[config.mk]
export PLATFORM = sky130hd
export DESIGN_NAME = matvec_tile_ctrl
export DESIGN_NICKNAME = d
export VERILOG_FILES = /design/src/rtl/matvec_pkg.sv /design/src/rtl/tile_mac_pair.sv /design/src/rtl/matvec_tile_ctrl.sv
export SDC_FILE = /design/constraint.sdc
export NUM_CORES = 1
export LEC_CHECK = 0
export ABC_AREA = 1
export CAP_MARGIN = 15
export CORE_ASPECT_RATIO = 0.9
export CORE_MARGIN = 4
export CORE_UTILIZATION = 50
export CTS_CLUSTER_DIAMETER = 40
export DETAILED_ROUTE_END_ITERATION = 8
export GPL_ROUTABILITY_DRIVEN = 0
export MAX_ROUTING_LAYER = met4
export PLACE_DENSITY = 0.74
export SKIP_CTS_REPAIR_TIMING = 1
export SLEW_MARGIN = 15
export SYNTH_ARGS = -nofsm -noshare
export SYNTH_HDL_FRONTEND = slang
export SYNTH_HIERARCHICAL = 1
export SYNTH_SLANG_ARGS = --single-unit
[constraint.sdc]
create_clock -name i_clk -period 6.6 [get_ports i_clk]
set_input_delay 1.65 -clock i_clk [delete_from_list [all_inputs] [get_ports i_clk]]
set_output_delay 1.65 -clock i_clk [all_outputs]
set_load 0.03 [all_outputs]
[src/rtl/matvec_pkg.sv]
// Shared types and width helpers for the tiled matrix-vector sequencer.
package matvec_pkg;

  typedef enum logic [1:0] {
    ST_IDLE = 2'd0,
    ST_RUN  = 2'd1,
    ST_OUT  = 2'd2
  } state_t;

  localparam int DATA_W = 8;
  localparam int PROD_W = 16;
  localparam int SUM_W  = 17;

  // Minimum accumulator width that holds T tile-row sums exactly.
  function automatic int acc_width(input int n);
    return SUM_W + $clog2(n / 2);
  endfunction

  function automatic int cnt_width(input int t);
    return (t > 1) ? $clog2(t) : 1;
  endfunction

endpackage

[src/rtl/tile_mac_pair.sv]
// 2x2 tile times 2x1 slice multiply-add into two registered row accumulators.
module tile_mac_pair
  import matvec_pkg::*;
#(
  parameter int ACC_W = 19
) (
  input  logic                     i_clk,
  input  logic                     i_rst,
  input  logic [DATA_W-1:0]        i_a11,
  input  logic [DATA_W-1:0]        i_a12,
  input  logic [DATA_W-1:0]        i_a21,
  input  logic [DATA_W-1:0]        i_a22,
  input  logic [DATA_W-1:0]        i_x1,
  input  logic [DATA_W-1:0]        i_x2,
  input  logic                     i_acc_clr,
  input  logic                     i_acc_en,
  output logic [ACC_W-1:0]         o_acc1_nxt,
  output logic [ACC_W-1:0]         o_acc2_nxt
);

  logic signed [PROD_W-1:0] w_p11;
  logic signed [PROD_W-1:0] w_p12;
  logic signed [PROD_W-1:0] w_p21;
  logic signed [PROD_W-1:0] w_p22;
  logic signed [SUM_W-1:0]  w_s1;
  logic signed [SUM_W-1:0]  w_s2;
  logic signed [ACC_W-1:0]  w_nxt1;
  logic signed [ACC_W-1:0]  w_nxt2;
  logic signed [ACC_W-1:0]  r_acc1;
  logic signed [ACC_W-1:0]  r_acc2;

  // Operands are widened before multiplying so the full signed product is kept.
  assign w_p11 = PROD_W'($signed(i_a11)) * PROD_W'($signed(i_x1));
  assign w_p12 = PROD_W'($signed(i_a12)) * PROD_W'($signed(i_x2));
  assign w_p21 = PROD_W'($signed(i_a21)) * PROD_W'($signed(i_x1));
  assign w_p22 = PROD_W'($signed(i_a22)) * PROD_W'($signed(i_x2));

  assign w_s1 = SUM_W'(w_p11) + SUM_W'(w_p12);
  assign w_s2 = SUM_W'(w_p21) + SUM_W'(w_p22);

  assign w_nxt1 = r_acc1 + ACC_W'(w_s1);
  assign w_nxt2 = r_acc2 + ACC_W'(w_s2);

  assign o_acc1_nxt = w_nxt1;
  assign o_acc2_nxt = w_nxt2;

  // Accumulator registers: clear has priority over accumulate.
  always_ff @(posedge i_clk or posedge i_rst) begin
    if (i_rst) begin
      r_acc1 <= '0;
      r_acc2 <= '0;
    end else if (i_acc_clr) begin
      r_acc1 <= '0;
      r_acc2 <= '0;
    end else if (i_acc_en) begin
      r_acc1 <= w_nxt1;
      r_acc2 <= w_nxt2;
    end
  end

endmodule

[src/rtl/matvec_tile_ctrl.sv]
// Sequences N/2 x N/2 tiles through one tile_mac_pair and emits one (y1, y2)
// pair per tile-row over a valid/ready channel.
module matvec_tile_ctrl
  import matvec_pkg::*;
#(
  parameter int N     = 8,
  parameter int ACC_W = 19
) (
  input  logic                          i_clk,
  input  logic                          i_rst,
  input  logic                          i_start,
  output logic                          o_busy,
  output logic                          o_done,
  input  logic                          i_in_valid,
  output logic                          o_in_ready,
  input  logic [7:0]                    i_a11,
  input  logic [7:0]                    i_a12,
  input  logic [7:0]                    i_a21,
  input  logic [7:0]                    i_a22,
  input  logic [7:0]                    i_x1,
  input  logic [7:0]                    i_x2,
  output logic                          o_out_valid,
  input  logic                          i_out_ready,
  output logic [ACC_W-1:0]              o_y1,
  output logic [ACC_W-1:0]              o_y2,
  output logic [cnt_width(N/2)-1:0]     o_out_row
);

  localparam int T     = N / 2;
  localparam int CNT_W = cnt_width(T);
  localparam logic [CNT_W-1:0] LAST_IDX = CNT_W'(T - 1);

  generate
    if ((N < 2) || ((N % 2) != 0) || (ACC_W < acc_width(N))) begin : g_param_check
      $error("matvec_tile_ctrl: N must be even and >= 2, and ACC_W >= acc_width(N)");
    end
  endgenerate

  state_t           r_state;
  logic [CNT_W-1:0] r_col_cnt;
  logic [CNT_W-1:0] r_row_cnt;
  logic             r_busy;
  logic             r_done;
  logic             r_in_ready;
  logic             r_out_valid;
  logic [ACC_W-1:0] r_y1;
  logic [ACC_W-1:0] r_y2;
  logic [CNT_W-1:0] r_out_row;

  logic             w_start_ok;
  logic             w_tile_hs;
  logic             w_out_hs;
  logic             w_acc_clr;
  logic             w_acc_en;
  logic [ACC_W-1:0] w_acc1_nxt;
  logic [ACC_W-1:0] w_acc2_nxt;

  // A start coinciding with the done pulse is dropped; it is honoured a cycle later.
  assign w_start_ok = (r_state == ST_IDLE) && i_start && !r_done;
  assign w_tile_hs  = (r_state == ST_RUN) && i_in_valid && r_in_ready;
  assign w_out_hs   = (r_state == ST_OUT) && r_out_valid && i_out_ready;
  assign w_acc_clr  = w_start_ok || w_out_hs;
  assign w_acc_en   = w_tile_hs;

  tile_mac_pair #(
    .ACC_W (ACC_W)
  ) u_mac (
    .i_clk      (i_clk),
    .i_rst      (i_rst),
    .i_a11      (i_a11),
    .i_a12      (i_a12),
    .i_a21      (i_a21),
    .i_a22      (i_a22),
    .i_x1       (i_x1),
    .i_x2       (i_x2),
    .i_acc_clr  (w_acc_clr),
    .i_acc_en   (w_acc_en),
    .o_acc1_nxt (w_acc1_nxt),
    .o_acc2_nxt (w_acc2_nxt)
  );

  // Controller FSM with counters and registered handshake outputs.
  always_ff @(posedge i_clk or posedge i_rst) begin
    if (i_rst) begin
      r_state     <= ST_IDLE;
      r_col_cnt   <= '0;
      r_row_cnt   <= '0;
      r_busy      <= 1'b0;
      r_done      <= 1'b0;
      r_in_ready  <= 1'b0;
      r_out_valid <= 1'b0;
      r_y1        <= '0;
      r_y2        <= '0;
      r_out_row   <= '0;
    end else begin
      r_done <= 1'b0;
      case (r_state)
        ST_IDLE: begin
          if (w_start_ok) begin
            r_state    <= ST_RUN;
            r_col_cnt  <= '0;
            r_row_cnt  <= '0;
            r_busy     <= 1'b1;
            r_in_ready <= 1'b1;
          end
        end
        ST_RUN: begin
          if (w_tile_hs) begin
            if (r_col_cnt == LAST_IDX) begin
              r_y1        <= w_acc1_nxt;
              r_y2        <= w_acc2_nxt;
              r_out_row   <= r_row_cnt;
              r_out_valid <= 1'b1;
              r_in_ready  <= 1'b0;
              r_state     <= ST_OUT;
            end else begin
              r_col_cnt <= r_col_cnt + CNT_W'(1);
            end
          end
        end
        ST_OUT: begin
          if (w_out_hs) begin
            r_out_valid <= 1'b0;
            if (r_row_cnt == LAST_IDX) begin
              r_done  <= 1'b1;
              r_busy  <= 1'b0;
              r_state <= ST_IDLE;
            end else begin
              r_row_cnt  <= r_row_cnt + CNT_W'(1);
              r_col_cnt  <= '0;
              r_in_ready <= 1'b1;
              r_state    <= ST_RUN;
            end
          end
        end
        default: begin
          r_state     <= ST_IDLE;
          r_busy      <= 1'b0;
          r_in_ready  <= 1'b0;
          r_out_valid <= 1'b0;
        end
      endcase
    end
  end

  assign o_busy      = r_busy;
  assign o_done      = r_done;
  assign o_in_ready  = r_in_ready;
  assign o_out_valid = r_out_valid;
  assign o_y1        = r_y1;
  assign o_y2        = r_y2;
  assign o_out_row   = r_out_row;

endmodule
==> results of run 1 <==
[logic make-up (layout without fill, tap and decap cells)]
family,Yosys count,in the layout,share of synthesized area (%)
buffers and inverters,771,1033,16.7
XOR/XNOR,19,19,1.11
AO/OA/AOI/OAI,79,79,2.75
AND/OR/NAND/NOR,730,730,17.3
adder cells (fa/ha/maj),502,502,49.7
flip-flops,88,88,12.4
[layout make-up]
class	count	share of cell area [%]
multi-input combinational	1330	60.5
timing repair buffer	328	13.9
inverter	688	11.6
sequential	88	9.84
tap	469	2.62
clock buffer	11	1.13
clock inverter	5	0.285
timing repair inverter	1	0.0335
[routing by layer]
layer | wire length, um | GRT usage (%) | share of wire [%]
met1 | 21200 | 36.1 | 44
met2 | 22400 | 34.8 | 46
met3 | 3800 | 3.44 | 7.8
met4 | 1250 | 4.32 | 2.6
met5 | 0 | - | 0
[registers in the layout, indices dropped and copies added (netlist names), 2 cells and up]
signal / cells
r_state: 2
r_col_cnt: 2
r_row_cnt: 2
u_mac/r_acc1: 19
o_out_row: 2
o_y1: 19
o_y2: 19
u_mac/r_acc2: 19
[worst paths after layout]
| path | start | depth (start not counted) | slack [ns] | endpoint |
|---|---|---|---|---|
| worst max-delay path | i_x2[3] | 24 | -0.06 | o_y2[17] |
| worst min-delay path | o_y2[11] | 2 | 0.48 | o_y2[11] |
| worst max register to register | u_mac/r_acc2[6] | 21 | 1.67 | o_y2[17] |
| worst min register to register | o_y2[11] | 2 | 0.48 | o_y2[11] |
| max in group asynchronous | i_rst | 2 | 4.20 | o_y1[13] |
| min in group asynchronous | i_rst | 3 | 1.84 | u_mac/r_acc2[1] |
[cell usage in the layout, fill, tap and decap left out, drive strengths merged, types with 12 or more instances in the layout]
master / instances
clkdlybuf4s50: 48
xor2: 14
nand2: 534
nand3: 88
and2: 13
nor2: 71
ha: 164
buf: 233
inv: 686
o21ai: 23
fa: 338
a22o: 12
dfrtp: 88
dlymetal6s2s: 24
a21oi: 29
clkbuf: 34
[worst register-to-register path: stages, from the launching register on]
cell	delay, ns
dfrtp_1	0.43
ha_1	0.25
fa_1	0.54
inv_1	0.05
fa_1	0.37
inv_1	0.08
fa_1	0.41
fa_1	0.54
inv_1	0.05
fa_1	0.58
inv_2	0.07
ha_4	0.26
buf_4	0.14
nand2_4	0.08
nor2_2	0.04
nor2_2	0.13
nand2_2	0.10
nand4_1	0.15
nand3b_1	0.15
and2_4	0.20
nand3_1	0.09
nand2_1	0.08
[metrics by stage]
stage / TNS (ns) / util, % / cell area (sq um)
3_3_place_gp: -30.95 / 57.9 / 20300
2_1_floorplan: -0.0153 / - / 17800
4_1_cts: -15.54 / 58.8 / 20600
5_1_grt: -1.32 / 63.9 / 22400
3_5_place_dp: -32.33 / 57.9 / 20300
6_report: -0.0627 / 63.9 / 22400
==> reports/results.ini, run 1 <==
[detailed_routing]
vias_per_cell=4.96
routed_wirelength_um=48700
wire_per_inst_um=16.7
antenna_left=0
num_vias=14500
drtIter0Drc=1233
firstDrtPassIters=5
drc=0

[worst_setup_path]
crit_buf_inv=8
worstPathArrival_ns=6.88
cp_slowest_cell=fa_1
crit_type=in2reg
end_kind=register
timing.critical_path.mode_cell=fa_2
cpPeakStageDelay_ns=0.58
crit_fanout=4
start_kind=primary input
cp.required_ns=6.82
path_cells=buf_6 > buf_6 > buf_12 > buf_4 > nand2_2 > fa_2 > buf_6 > fa_1 > inv_2 > fa_2 > fa_2 > fa_1 > inv_2 > fa_2 > inv_2 > ha_4 > nand2_2 > nor2_2 > nand4_1 > nand2_1 > nand2_1 > and2_4 > nand3_1 > nand2_1
crit_family=adder cells

[yosys]
ys_ff_latch=88
ys_top_cells_by_area=fa_1, inv_1, dfrtp_1, ha_1, nand2_1
synth_common_cells=inv_1, nand2_1, fa_1
synthCells=2189
synth.avg_cell_area_sq_um=8.10
async_flop_share_pct=100
post_synth_instance_area_sq_mm=0.0177
seq_area_frac_synth_pct=12.4
synth_top_area_cell=fa_1
synth_edf_count=0
yosysWarnings=6
ys.flop_type=dfrtp_1
synth_nets=2744
synth_most_common_cell=inv_1
yosysUniqueCellTypes=45
synth_top_area_share_pct=38.1

[final_layout]
syn_to_final_growth_pct=26.2
nets=3001
fin_cells=2920
regArea_sq_mm=0.00220
fillers=2585
drive_gt1_share_pct=22.3
multi_input_area_sq_mm=0.0135
diodes=0

[clocking]
clock-sinks=88
clockBufferDepth=2
h-tree-depth=3
cts-root-buf=clkbuf_16
numCtsBuffers=9
clk_latency_ns=0.34
cts_tree=done
clk_pin_slew_ns=0.06

[sta]
post-route-min-period_ns=6.66
worstMarginPinSlew_ns=0.905
maxSlewHeadroom_pct=39.6
setup_slack_ns=-0.0627
hold_viol_final=0
max_freq_mhz=150
rsz0062_at_grt=true
period_share_pct=101
finalSetupViolCount=1
whs_ns=0.478
skew_ns=0.00699
drv_slew=0

[floorplan]
start_util_pct=50.6
row_count=65
io-pin-count=97
dieWidth_um=207
dieArea_sq_mm=0.0386
coreArea_sq_mm=0.0351
die_y_um=187

[placement]
dp_cells=2834
port_buffers=96
dpl.hpwl_um=37100
pre_cts_ws_ns=-0.852

[global_routing]
grt_pass1_vias=15000
grt_pass1_wl_um=73000
grt_max_degree=51
antenna_found_initial=0
overflow=0
grtUsageTotal_pct=23.8

[flow_run]
maxCapViolations=0

[worst_hold_path]
min_path_type=reg2reg

[run_status]
violations=setup timing
status=finished with violations

Power of run 1 is not shown: default switching activity piles up to over one toggle a cycle in this logic, so the estimate is an artifact.
==> run 2, diff against run 1 <==
Settings changed: CTS_CLUSTER_DIAMETER 40 to 50.
==> results of run 2 <==
Final layout, timing and power as in run 1 (identical DEF).
Power of run 2 is left out for the same reason.
